**src/rtl/rgmii_pkg.sv**
```systemverilog
// Shared types and constants for the PHY-side RGMII RX source: speed codes,
// RX clock half-periods, preamble/SFD bytes, FSM states and the per-byte symbol.
package rgmii_pkg;

  typedef enum logic [1:0] {
    SPEED_10   = 2'b00,
    SPEED_100  = 2'b01,
    SPEED_1000 = 2'b10
  } speed_e;

  localparam int HP_1000 = 1;
  localparam int HP_100  = 5;
  localparam int HP_10   = 50;

  localparam logic [7:0] PREAMBLE_BYTE = 8'h55;
  localparam logic [7:0] SFD_BYTE      = 8'hD5;

  typedef enum logic [2:0] {
    ST_IDLE,
    ST_PREAMBLE,
    ST_SFD,
    ST_DATA,
    ST_DROP,
    ST_IFG
  } state_e;

  // One byte slot on the wire; inband marks idle bytes that carry link status.
  typedef struct packed {
    logic [7:0] data;
    logic       dv;
    logic       er;
    logic       inband;
  } sym_t;

  localparam sym_t SYM_IDLE  = '{data: 8'h00,         dv: 1'b0, er: 1'b0, inband: 1'b1};
  localparam sym_t SYM_DROP  = '{data: 8'h00,         dv: 1'b0, er: 1'b0, inband: 1'b0};
  localparam sym_t SYM_ABORT = '{data: 8'h00,         dv: 1'b1, er: 1'b1, inband: 1'b0};
  localparam sym_t SYM_PRE   = '{data: PREAMBLE_BYTE, dv: 1'b1, er: 1'b0, inband: 1'b0};
  localparam sym_t SYM_SFD   = '{data: SFD_BYTE,      dv: 1'b1, er: 1'b0, inband: 1'b0};

  // Code 2'b11 is treated as gigabit.
  function automatic logic is_gig(input logic [1:0] speed);
    return speed[1];
  endfunction

  function automatic logic [5:0] half_period(input logic [1:0] speed);
    case (speed)
      SPEED_10:  return 6'(HP_10);
      SPEED_100: return 6'(HP_100);
      default:   return 6'(HP_1000);
    endcase
  endfunction

endpackage

```
**src/rtl/rgmii_phy_clkgen.sv**
```systemverilog
// RGMII RX clock generator: half-period timer, rgmii_rx_clk, and rise/fall/byte-slot
// strobes that are high in the cycle whose clock edge produces the toggle.
module rgmii_phy_clkgen
  import rgmii_pkg::*;
(
  input  logic       clk,
  input  logic       rst_n,
  input  logic [1:0] speed,
  output logic       rx_clk,
  output logic       rise,
  output logic       fall,
  output logic       slot
);

  logic [5:0] timer_q;
  logic       odd_q;
  logic       toggle;
  logic       gig;

  assign gig = is_gig(speed);
  // >= rather than == so a speed change never strands the timer above the new limit.
  assign toggle = timer_q >= (half_period(speed) - 6'd1);
  assign rise   = toggle & ~rx_clk;
  assign fall   = toggle & rx_clk;
  assign slot   = rise & (gig | ~odd_q);

  // NOTE: sequential state uses non-blocking assignments only, so every flop
  // samples pre-edge values regardless of statement order.
  always_ff @(posedge clk) begin
    if (!rst_n) begin
      timer_q <= 6'd0;
      rx_clk  <= 1'b0;
      odd_q   <= 1'b0;
    end else begin
      if (toggle) begin
        timer_q <= 6'd0;
        rx_clk  <= ~rx_clk;
      end else begin
        timer_q <= timer_q + 6'd1;
      end
      if (rise) odd_q <= gig ? 1'b0 : ~odd_q;
    end
  end

endmodule

```
**src/rtl/rgmii_phy_rx_driver.sv**
```systemverilog
// PHY-side RGMII source: frames AXI-stream bytes with preamble/SFD, DV/ER and IFG.
// Optional feature: RGMII_PHY_INBAND_STATUS_EN drives link status on rxd while idle.
module rgmii_phy_rx_driver
  import rgmii_pkg::*;
#(
  parameter int PREAMBLE_LEN = 7,
  parameter int MIN_IFG      = 12
) (
  input  logic       clk250,
  input  logic       clk250_rst_n,
  input  logic [7:0] s_axis_tdata,
  input  logic       s_axis_tvalid,
  output logic       s_axis_tready,
  input  logic       s_axis_tlast,
  input  logic       s_axis_tuser,
  input  logic [1:0] speed,
  input  logic [7:0] ifg_delay,
  input  logic       link_up,
  input  logic       full_duplex,
  output logic       rgmii_rx_clk,
  output logic [3:0] rgmii_rxd,
  output logic       rgmii_rx_ctl,
  output logic       busy,
  output logic       underflow
);

  state_e     state_q, state_d;
  logic [7:0] cnt_q, cnt_d;
  logic [1:0] speed_q;
  sym_t       cur_q, nxt;
  logic       rise, fall, slot, gig;
  logic [3:0] status;
  logic [7:0] gap;

  rgmii_phy_clkgen u_clkgen (
    .clk    (clk250),
    .rst_n  (clk250_rst_n),
    .speed  (speed_q),
    .rx_clk (rgmii_rx_clk),
    .rise   (rise),
    .fall   (fall),
    .slot   (slot)
  );

  assign gig  = is_gig(speed_q);
  assign gap  = (ifg_delay > 8'(MIN_IFG)) ? ifg_delay : 8'(MIN_IFG);
  assign busy = (state_q != ST_IDLE);

`ifdef RGMII_PHY_INBAND_STATUS_EN
  assign status = {full_duplex, speed_q, link_up};
`else
  logic unused_inband;
  assign unused_inband = link_up ^ full_duplex;
  assign status        = 4'h0;
`endif

  always_ff @(posedge clk250) begin
    if (!clk250_rst_n) begin
      state_q <= ST_IDLE;
      cnt_q   <= 8'd0;
      speed_q <= SPEED_1000;
    end else begin
      state_q <= state_d;
      cnt_q   <= cnt_d;
      if (state_q == ST_IDLE) speed_q <= speed;
    end
  end

  // NOTE: every output of this block gets a default first so no path infers a latch.
  always_comb begin
    state_d       = state_q;
    cnt_d         = cnt_q;
    nxt           = SYM_IDLE;
    s_axis_tready = 1'b0;
    underflow     = 1'b0;
    case (state_q)
      ST_IDLE: begin
        if (slot && s_axis_tvalid) begin
          nxt     = SYM_PRE;
          cnt_d   = 8'd1;
          state_d = (PREAMBLE_LEN > 1) ? ST_PREAMBLE : ST_SFD;
        end
      end
      ST_PREAMBLE: begin
        if (slot) begin
          nxt   = SYM_PRE;
          cnt_d = cnt_q + 8'd1;
          if (cnt_q == 8'(PREAMBLE_LEN - 1)) state_d = ST_SFD;
        end
      end
      ST_SFD: begin
        if (slot) begin
          nxt     = SYM_SFD;
          state_d = ST_DATA;
        end
      end
      ST_DATA: begin
        if (slot) begin
          if (s_axis_tvalid) begin
            s_axis_tready = 1'b1;
            nxt = '{data: s_axis_tdata, dv: 1'b1, er: s_axis_tlast & s_axis_tuser, inband: 1'b0};
            if (s_axis_tlast) begin
              state_d = ST_IFG;
              cnt_d   = gap;
            end
          end else begin
            underflow = 1'b1;
            nxt       = SYM_ABORT;
            state_d   = ST_DROP;
          end
        end
      end
      ST_DROP: begin
        s_axis_tready = 1'b1;
        nxt           = SYM_DROP;
        if (s_axis_tvalid && s_axis_tlast) begin
          state_d = ST_IFG;
          cnt_d   = gap;
        end
      end
      ST_IFG: begin
        if (slot) begin
          cnt_d = cnt_q - 8'd1;
          if (cnt_q == 8'd1) state_d = ST_IDLE;
        end
      end
      default: state_d = ST_IDLE;
    endcase
  end

  // Wire outputs change on the same edge as rgmii_rx_clk, so a byte's symbol is
  // captured at its slot and replayed for the remaining phases.
  always_ff @(posedge clk250) begin
    if (!clk250_rst_n) begin
      rgmii_rxd    <= 4'h0;
      rgmii_rx_ctl <= 1'b0;
      cur_q        <= SYM_IDLE;
    end else begin
      if (slot) cur_q <= nxt;
      if (rise) begin
        rgmii_rx_ctl <= slot ? nxt.dv : cur_q.dv;
        if (slot) rgmii_rxd <= nxt.inband ? status : nxt.data[3:0];
        else      rgmii_rxd <= cur_q.inband ? status : cur_q.data[7:4];
      end else if (fall) begin
        rgmii_rx_ctl <= cur_q.dv ^ cur_q.er;
        if (cur_q.inband) rgmii_rxd <= status;
        else if (gig)     rgmii_rxd <= cur_q.data[7:4];
      end
    end
  end

endmodule
```
**config.mk**
```make
export PLATFORM = sky130hd
export DESIGN_NAME = rgmii_phy_rx_driver
export DESIGN_NICKNAME = d
export VERILOG_FILES = /design/src/rtl/rgmii_pkg.sv /design/src/rtl/rgmii_phy_clkgen.sv /design/src/rtl/rgmii_phy_rx_driver.sv
export SDC_FILE = /design/constraint.sdc
export NUM_CORES = 1
export LEC_CHECK = 0
export CAP_MARGIN = 40
export CORE_ASPECT_RATIO = 0.5
export CORE_MARGIN = 2
export CORE_UTILIZATION = 40
export DETAILED_ROUTE_END_ITERATION = 16
export PLACE_DENSITY = 0.71
export REMOVE_ABC_BUFFERS = 1
export SLEW_MARGIN = 20
export SYNTH_ARGS = -nofsm -noshare
export SYNTH_HDL_FRONTEND = slang
export SYNTH_SLANG_ARGS = --single-unit
```
**constraint.sdc**
```tcl
create_clock -name clk250 -period 3 [get_ports clk250]
set_input_delay 0.45 -clock clk250 [delete_from_list [all_inputs] [get_ports clk250]]
set_output_delay 0.45 -clock clk250 [all_outputs]
set_load 0.02 [all_outputs]
```
==> impl_results.md, run 1 <==
- All-Layer GR Usage: 0.198
- DP Wirelength: roughly 4.2 mm
- Nature of the critical path startpoint: flop
- WP data arrival: 2310 ps
- Crit-path max FO: 3
- Clock sinks: 33
- Root buf cell: clkbuf_8
- Most common cell after layout, fill and taps aside: nand2_1
- H-tree depth: 2
- Syn Std Cell Area: approximately 2200 um^2
- Vias per cell: 5.65
- First-pass DRT Iterations: 4
- Residual DRC: 0
- Final hold vios: 0
- Seq/Total Area, Yosys: 0.296
- Post-route cell area: roughly 2700 um^2
- Initial Util: 0.410
- Reg power frac: 0.409
- Worst hold path type: reg -> reg
- DR WL met3: 213 um
- Avg Cell Area, Syn: 7.49 um^2
- Library cells used by synthesis: 50
- Clock Power Share: 0.265
- CP required: roughly 2600 ps
- Met2 wire len: 2.85 mm
- Row cnt: 19
- Max cap viols: 0
- Dpl cells: 392
- Area grow syn2layout: 21.0%
- Pwr/cell area: 471 nW/um^2
- Hold Slack: 463 ps
- Slew margin rel.: 0.536
- Largest net degree at the start of global routing: 19
- Initial DRC Count: 106
- Residual antenna-violating net count after detailed routing: 0
- Non-Filler Instances: 400
- Layout cells sized above 1: 0.0979
- Outcome: finished, final reports clean
- Syn Inst Count: ~300
- Hold-fix buffers, CTS: 0
- Top_reg_cell synth: dfxtp_1
- Setup violators final: 0
- Crit end category: output port
- Most frequent cells in the layout: nand2_1 (41), nor2_1 (34), dfxtp_1 (33)
- TNS Setup: 0 ps
- Core area: 5440 um^2
- Switch Pwr: 454 uW
- Post-synth EDFFs: 0
- Worst skew pair latency: 290 ps
- Skew final: 7.51 ps
- Slew @ Worst Pin: 690 ps
- Die Y: around 57 um
- Via Count: 2259
- GP Congestion: 0.868
- Nets: 362
- #FFs+latches synth: 33
- CTS max path bufs: 2
- CTS tree: done
- Initial antenna violation count: 0
- Critical path class: reg -> out
- Internal: slightly above 800 uW
- Leakage: 0.00101 uW
- Vias in the first global route: between 2000 and 2500
- Per-cell routed wire length: 14.2 um
- Die area: 6230 um^2
- Met1 Wirelength: 2.58 mm
- N_diodes: 0
- Post-route clock period utilization: 0.921
- Port bufs: 31
- CTS Buf Count: 5
- Total power: 1270 uW
- Switch share: 0.356
- F_max: approximately 360 MHz
- Worst VDD drop: 0.000189 V
- RSZ-0062 raised after global routing: false
- Part of the power in combinational logic: 0.326
- Highest routed layer: met4
- Clock transition at the registers of the reported paths: 70 ps
- Async S/R FF share, synth: 0
- DP Area: 2620 um^2
- I/O pins: 34
- Minimum clock period: 2760 ps
- Final WL: 5.70 mm
- Global-route wire length before repair: ~9.8 mm
- Chip width: 110 um
- Max-slew violations: 0
- YS warnings: 0
- Grt total ovfl: 0
[flip-flops by register name, indices dropped and copies added (netlist names)]
name,count
cnt_q,8
cur_q,7
rgmii_rx_ctl,1
rgmii_rxd,4
speed_q,2
state_q,3
u_clkgen.odd_q,1
u_clkgen.rx_clk,1
u_clkgen.timer_q,6
[layout make-up]
type	instances	area, um^2
inverter	11	41.3
sequential	33	661
clock buffer	5	68.8
clock inverter	3	17.5
timing repair buffer	42	383
fill	533	2740
multi-input combinational	233	1440
tap	73	91.3
[cell usage after synthesis (3+ instances only)]
master,number,area share
dfxtp_1,33,0.30
nor3_1,10,0.022
xor2_1,5,0.020
o22ai_1,3,0.0084
nand3_1,7,0.016
o221ai_1,3,0.012
mux2i_1,6,0.027
ha_1,11,0.062
o31ai_1,4,0.013
clkbuf_1,13,0.022
and3_1,6,0.017
o21ai_0,17,0.038
a211oi_1,7,0.024
a31oi_1,7,0.020
nor2_1,34,0.057
or3_1,3,0.0084
buf_2,6,0.013
xnor2_1,3,0.012
nand2b_1,4,0.011
o211ai_1,4,0.013
inv_1,9,0.015
a21oi_1,26,0.058
nand2_1,41,0.069
nand4_1,4,0.011
[worst max-delay path: stages (launching register included)]
cell	delay [ps]
dfxtp_1	330
nor2_1	140
inv_1	80
ha_1	320
nand4_1	110
o221a_2	290
or3_1	390
nor3_1	180
clkbuf_2	190
[metrics by stage]
step / setup slack (ps) / utilization
after floorplan: 177 / -
after global placement: 80.4 / 0.479
after detailed placement: 108 / 0.480
after CTS: 65.9 / 0.496
after global routing: 19.1 / 0.496
final: 236 / 0.496
[what timing repair did]
action	CTS	global route
resized for setup	2	6
buffers inserted	0	0
endpoints found under the setup margin	2	3
[metal layers]
metal / vias to the layer above / global-route usage
met1: 1060 / 0.246
li1: 1135 / -
met2: 55 / 0.349
met4: 0 / 0.0561
met3: 9 / 0.0383
met5: - / 0
[worst paths after layout]
path | start | endpoint | slack (ps) | cells after the start
max reg2reg | speed_q[0]$_SDFFE_PN0N_ | cnt_q[1]$_SDFFE_PN0P_ | 250 | 11
min reg2reg | cur_q[8]$_SDFFE_PN0N_ | cur_q[8]$_SDFFE_PN0N_ | 460 | 2
max | speed_q[0]$_SDFFE_PN0N_ | underflow | 240 | 8
min | cur_q[8]$_SDFFE_PN0N_ | cur_q[8]$_SDFFE_PN0N_ | 460 | 2
[kinds of logic (layout without fill, tap and decap cells)]
family          after synthesis  in the layout  share of synthesized area
fa+ha+maj                    11             11                     0.0617
compound gates               89             89                      0.276
simple gates                117            117                      0.240
flops                        33             33                      0.296
xor+xnor                      8              8                     0.0314
mux                           6              6                     0.0269
other cells                   1              2                    0.00168
buf+inv                      33             61                     0.0656
[power by group through the flow]
stage / combinational [uW] / sequential [uW] / clock, uW
final: 416 / 520 / 337
after global routing: 456 / 529 / 365
after CTS: 411 / 520 / 341
after detailed placement: 409 / 530 / 0
after global placement: 397 / 528 / 0
after floorplan: 230 / 547 / 0
(Power assumes the default switching activity.)
==> run 2: changes to the inputs <==
- CORE_MARGIN: 2 -> unset
- SYNTH_HIERARCHICAL: unset -> 1
- TNS_END_PERCENT: unset -> 5
==> run 2 against run 1 <==
Effect of this change: sequential power grew 27%; largest cell class unchanged; register-to-register slack got worse by 130 ps; sequential share of layout area down 2.0 points.
==> impl_results.md, run 2 <==
- Residual antenna-violating net count after detailed routing: 0 (unchanged)
- CTS tree: done
- Top_reg_cell synth: dfxtp_1
- Most frequent cells in the layout: dfxtp_1 (33), clkdlybuf4s50_1 (29), nand2_1 (27)
- Row cnt: 19 (unchanged)
- Largest net degree at the start of global routing: 31 (+12)
- Max-slew violations: 0 (unchanged)
- Leakage: 0.00113 uW (+12%)
- WP data arrival: 3050 ps (+740 ps)
- Worst hold path type: reg -> reg
- Core area: 5540 um^2 (+1.7%)
- DP Area: 2730 um^2 (+4.3%)
- YS warnings: 6 (+6)
- Vias in the first global route: 2197 (+3.2%)
- Grt total ovfl: 0 (unchanged)
- Vias per cell: 5.67 (+0.38%)
- GP Congestion: 0.889 (+2.4%)
- Simple-gate share of the synthesized area: 0.267 (+0.0263)
- Port bufs: 31 (unchanged)
- Per-cell routed wire length: 14.6 um (+2.6%)
- Initial DRC Count: 116 (+9.4%)
- Clock sinks: 33 (unchanged)
- Most flops, register: cnt_q
- Minimum clock period: 2880 ps (+114 ps)
- CP peak stage delay: 370 ps (-20 ps)
- Most common cell after layout, fill and taps aside: dfxtp_1
- Nets: 361 (-0.28%)
- Layout cells sized above 1: 0.144 (+0.0463)
- All-Layer GR Usage: 0.209 (+0.0106)
- Final WL: 5.83 mm (+2.3%)
- Total power: 2610 uW (+110%)
- Max cap viols: 0 (unchanged)
- Post-route clock period utilization: 0.959 (+0.0379)
- CP dominant cell by count: inv_1
- F_max: 348 MHz (-4.0%)
- DP Wirelength: 4.32 mm (+2.3%)
- Final worst slack: 123 ps (-114 ps)
- Residual DRC: 0 (unchanged)
- Async S/R FF share, synth: 0 (unchanged)
- Global-route wire length before repair: 10.0 mm (+2.4%)
- Skew final: 2.53 ps (-4.98 ps)
- Die Y: 56.0 um (-1.5%)
- CTS max path bufs: 2 (unchanged)
- First-pass DRT Iterations: 4 (unchanged)
- RSZ-0062 raised after global routing: true
- Pwr/cell area: 890 nW/um^2 (+89%)
- Outcome: finished, final reports clean
- Post-Synth XOR/XNOR Area: 0.0376 (+0.00618)
- Synth top area share: 0.283 (-0.0126)
- Main combinational cell family by area after synthesis: simple AND/OR/NAND/NOR gates
- Root buf cell: clkbuf_16
- Slew @ Worst Pin: 591 ps (-98.8 ps)
- H-tree depth: 2 (unchanged)
- CTS Buf Count: 5 (unchanged)
- Syn Std Cell Area: 2330 um^2 (+4.4%)
- Library cells used by synthesis: 64 (+28%)
- Most frequent cells after synthesis: dfxtp_1 (33), nand2_1 (27), nor2_1 (22), o21ai_0 (20), a21oi_1 (17)
- Syn Inst Count: 281 (-5.7%)
- Mux contribution to synthesized area: 0.0172 (-0.00973)
- Clock transition at the registers of the reported paths: 50 ps (-20 ps)
- Largest area contributor in the netlist: dfxtp_1
- N_diodes: 0 (unchanged)
- Critical-path cell list: nor2_1 -> inv_1 -> ha_1 -> nand2_1 -> or3_1 -> o221ai_2 -> a21boi_4 -> buf_6 -> inv_1 -> a211o_1 -> and4b_1 -> a41o_1 -> a22o_1
- Final hold vios: 0 (unchanged)
- Most common cell in the netlist: dfxtp_1
- Largest cells by area after synthesis: dfxtp_1 (28%), ha_1 (5.9%), nand2_1 (4.3%)
- Initial antenna violation count: 0 (unchanged)
- Chip width: 110 um (+0.28%)
- Hold-fix buffers, CTS: 0 (unchanged)
- I/O pins: 34 (unchanged)
- Adder-Cell Fraction of Synth Area: 0.0590 (-0.00261)
- Area grow syn2layout: 25.9%
- Nature of the critical path startpoint: flop
- Dpl cells: 388 (-1.0%)
- Crit-path max FO: 6 (+3)
- Post-layout util: 0.530 (+0.0337)
- Seq/Total Area, Yosys: 0.283 (-0.0126)
- Post-synthesis compound-gate area fraction: 0.254 (-0.0219)
- CP required: 3170 ps (+620 ps)
- Worst skew pair latency: 280 ps (about the same)
- Biggest regs: cnt_q (8), cur_q (7), u_clkgen/timer_q (6)
- Critical path class: reg -> reg
- Slew margin rel.: 0.604 (+0.0684)
- Crit end category: flop
- Die area: 6160 um^2 (-1.2%)
- Worst VDD drop: 0.000325 V (+73%)
- Avg Cell Area, Syn: 8.30 um^2 (+11%)
- Slowest-stage cell, CP: or3_1
- Max FFs per register: 8 (unchanged)
- Non-Filler Instances: 399 (-0.25%)
- Via Count: 2262 (+0.13%)
- Post-route cell area: 2930 um^2 (+8.7%)
- Initial Util: 0.421 (+0.0108)
- Post-synth EDFFs: 0 (unchanged)
- Dpl ws: -65.7 ps (-173 ps)
- Setup violators final: 0 (unchanged)
- #FFs+latches synth: 33 (unchanged)
run 2: cell types whose count changed after synthesis, sizes merged, moves of 6 or more:
cell,change
nand2,-14
nor2b,+6
nor2,-12
a21oi,-9
a22o,+7
run 2: worst max-delay path, delay by kind of cell (launching register included):
family / cells / cell delay, ps
flops: 1 / 310
simple gates: 4 / 820
compound gates: 5 / 1040
fa+ha+maj: 1 / 330
buf+inv: 3 / 270
run 2: final timing paths:
path,slack [ps],end,startpoint,depth (start not counted)
setup / recovery,120,cnt_q[4]$_SDFFE_PN0P_,speed_q[1]$_SDFFE_PN1P_,13
hold / removal,470,u_clkgen/timer_q[0]$_SDFF_PP0_,u_clkgen/timer_q[0]$_SDFF_PP0_,1
hold reg to reg,470,u_clkgen/timer_q[0]$_SDFF_PP0_,u_clkgen/timer_q[0]$_SDFF_PP0_,1
setup reg to reg,120,cnt_q[4]$_SDFFE_PN0P_,speed_q[1]$_SDFFE_PN1P_,13
run 2: area by class of cell:
cell class | count | area [um^2]
Clock inverter | 1 | 30.0
Timing Repair Buffer | 51 | 457
Clock buffer | 7 | 143
Inverter | 13 | 48.8
Tap cell | 73 | 91.3
Fill cell | 518 | 2610
Sequential cell | 33 | 661
Multi-Input combinational cell | 221 | 1500
run 2: logic make-up after synthesis:
| logic type | Yosys count |
|---|---|
| buffers and inverters | 28 |
| xor gates and xnor gates | 10 |
| DFF | 33 |
| and+or+nand+nor | 111 |
| other | 1 |
| adders and majority gates | 11 |
| muxes | 4 |
| AOI/OAI and AO/OA | 83 |
run 2: metrics by stage:
stage	hold WS, ps	setup TNS [ps]
floorplan	426	-665
global placement	440	0
detailed placement	458	-65.7
CTS	477	0
global route	529	-39.7
finish	468	0
run 2: report_power, final:
group	internal [uW]	total, uW	switching [uW]
Combinational	612	1350	735
Clock	415	603	188
Sequential	549	661	113
Total	1580	2610	1040
run 2: metal layers:
metal,up-vias,track usage,routed length (um)
li1,1116,-,-
met1,1093,0.260,2680
met2,46,0.363,2870
met3,7,0.0422,213
met4,0,0.0610,65
met5,-,0,0
run 2: timing repair:
item	CTS	global route
pin swaps	0	1
gates resized for setup	5	8
cloned	0	0
setup endpoints to repair	2	6
setup buffers	0	3
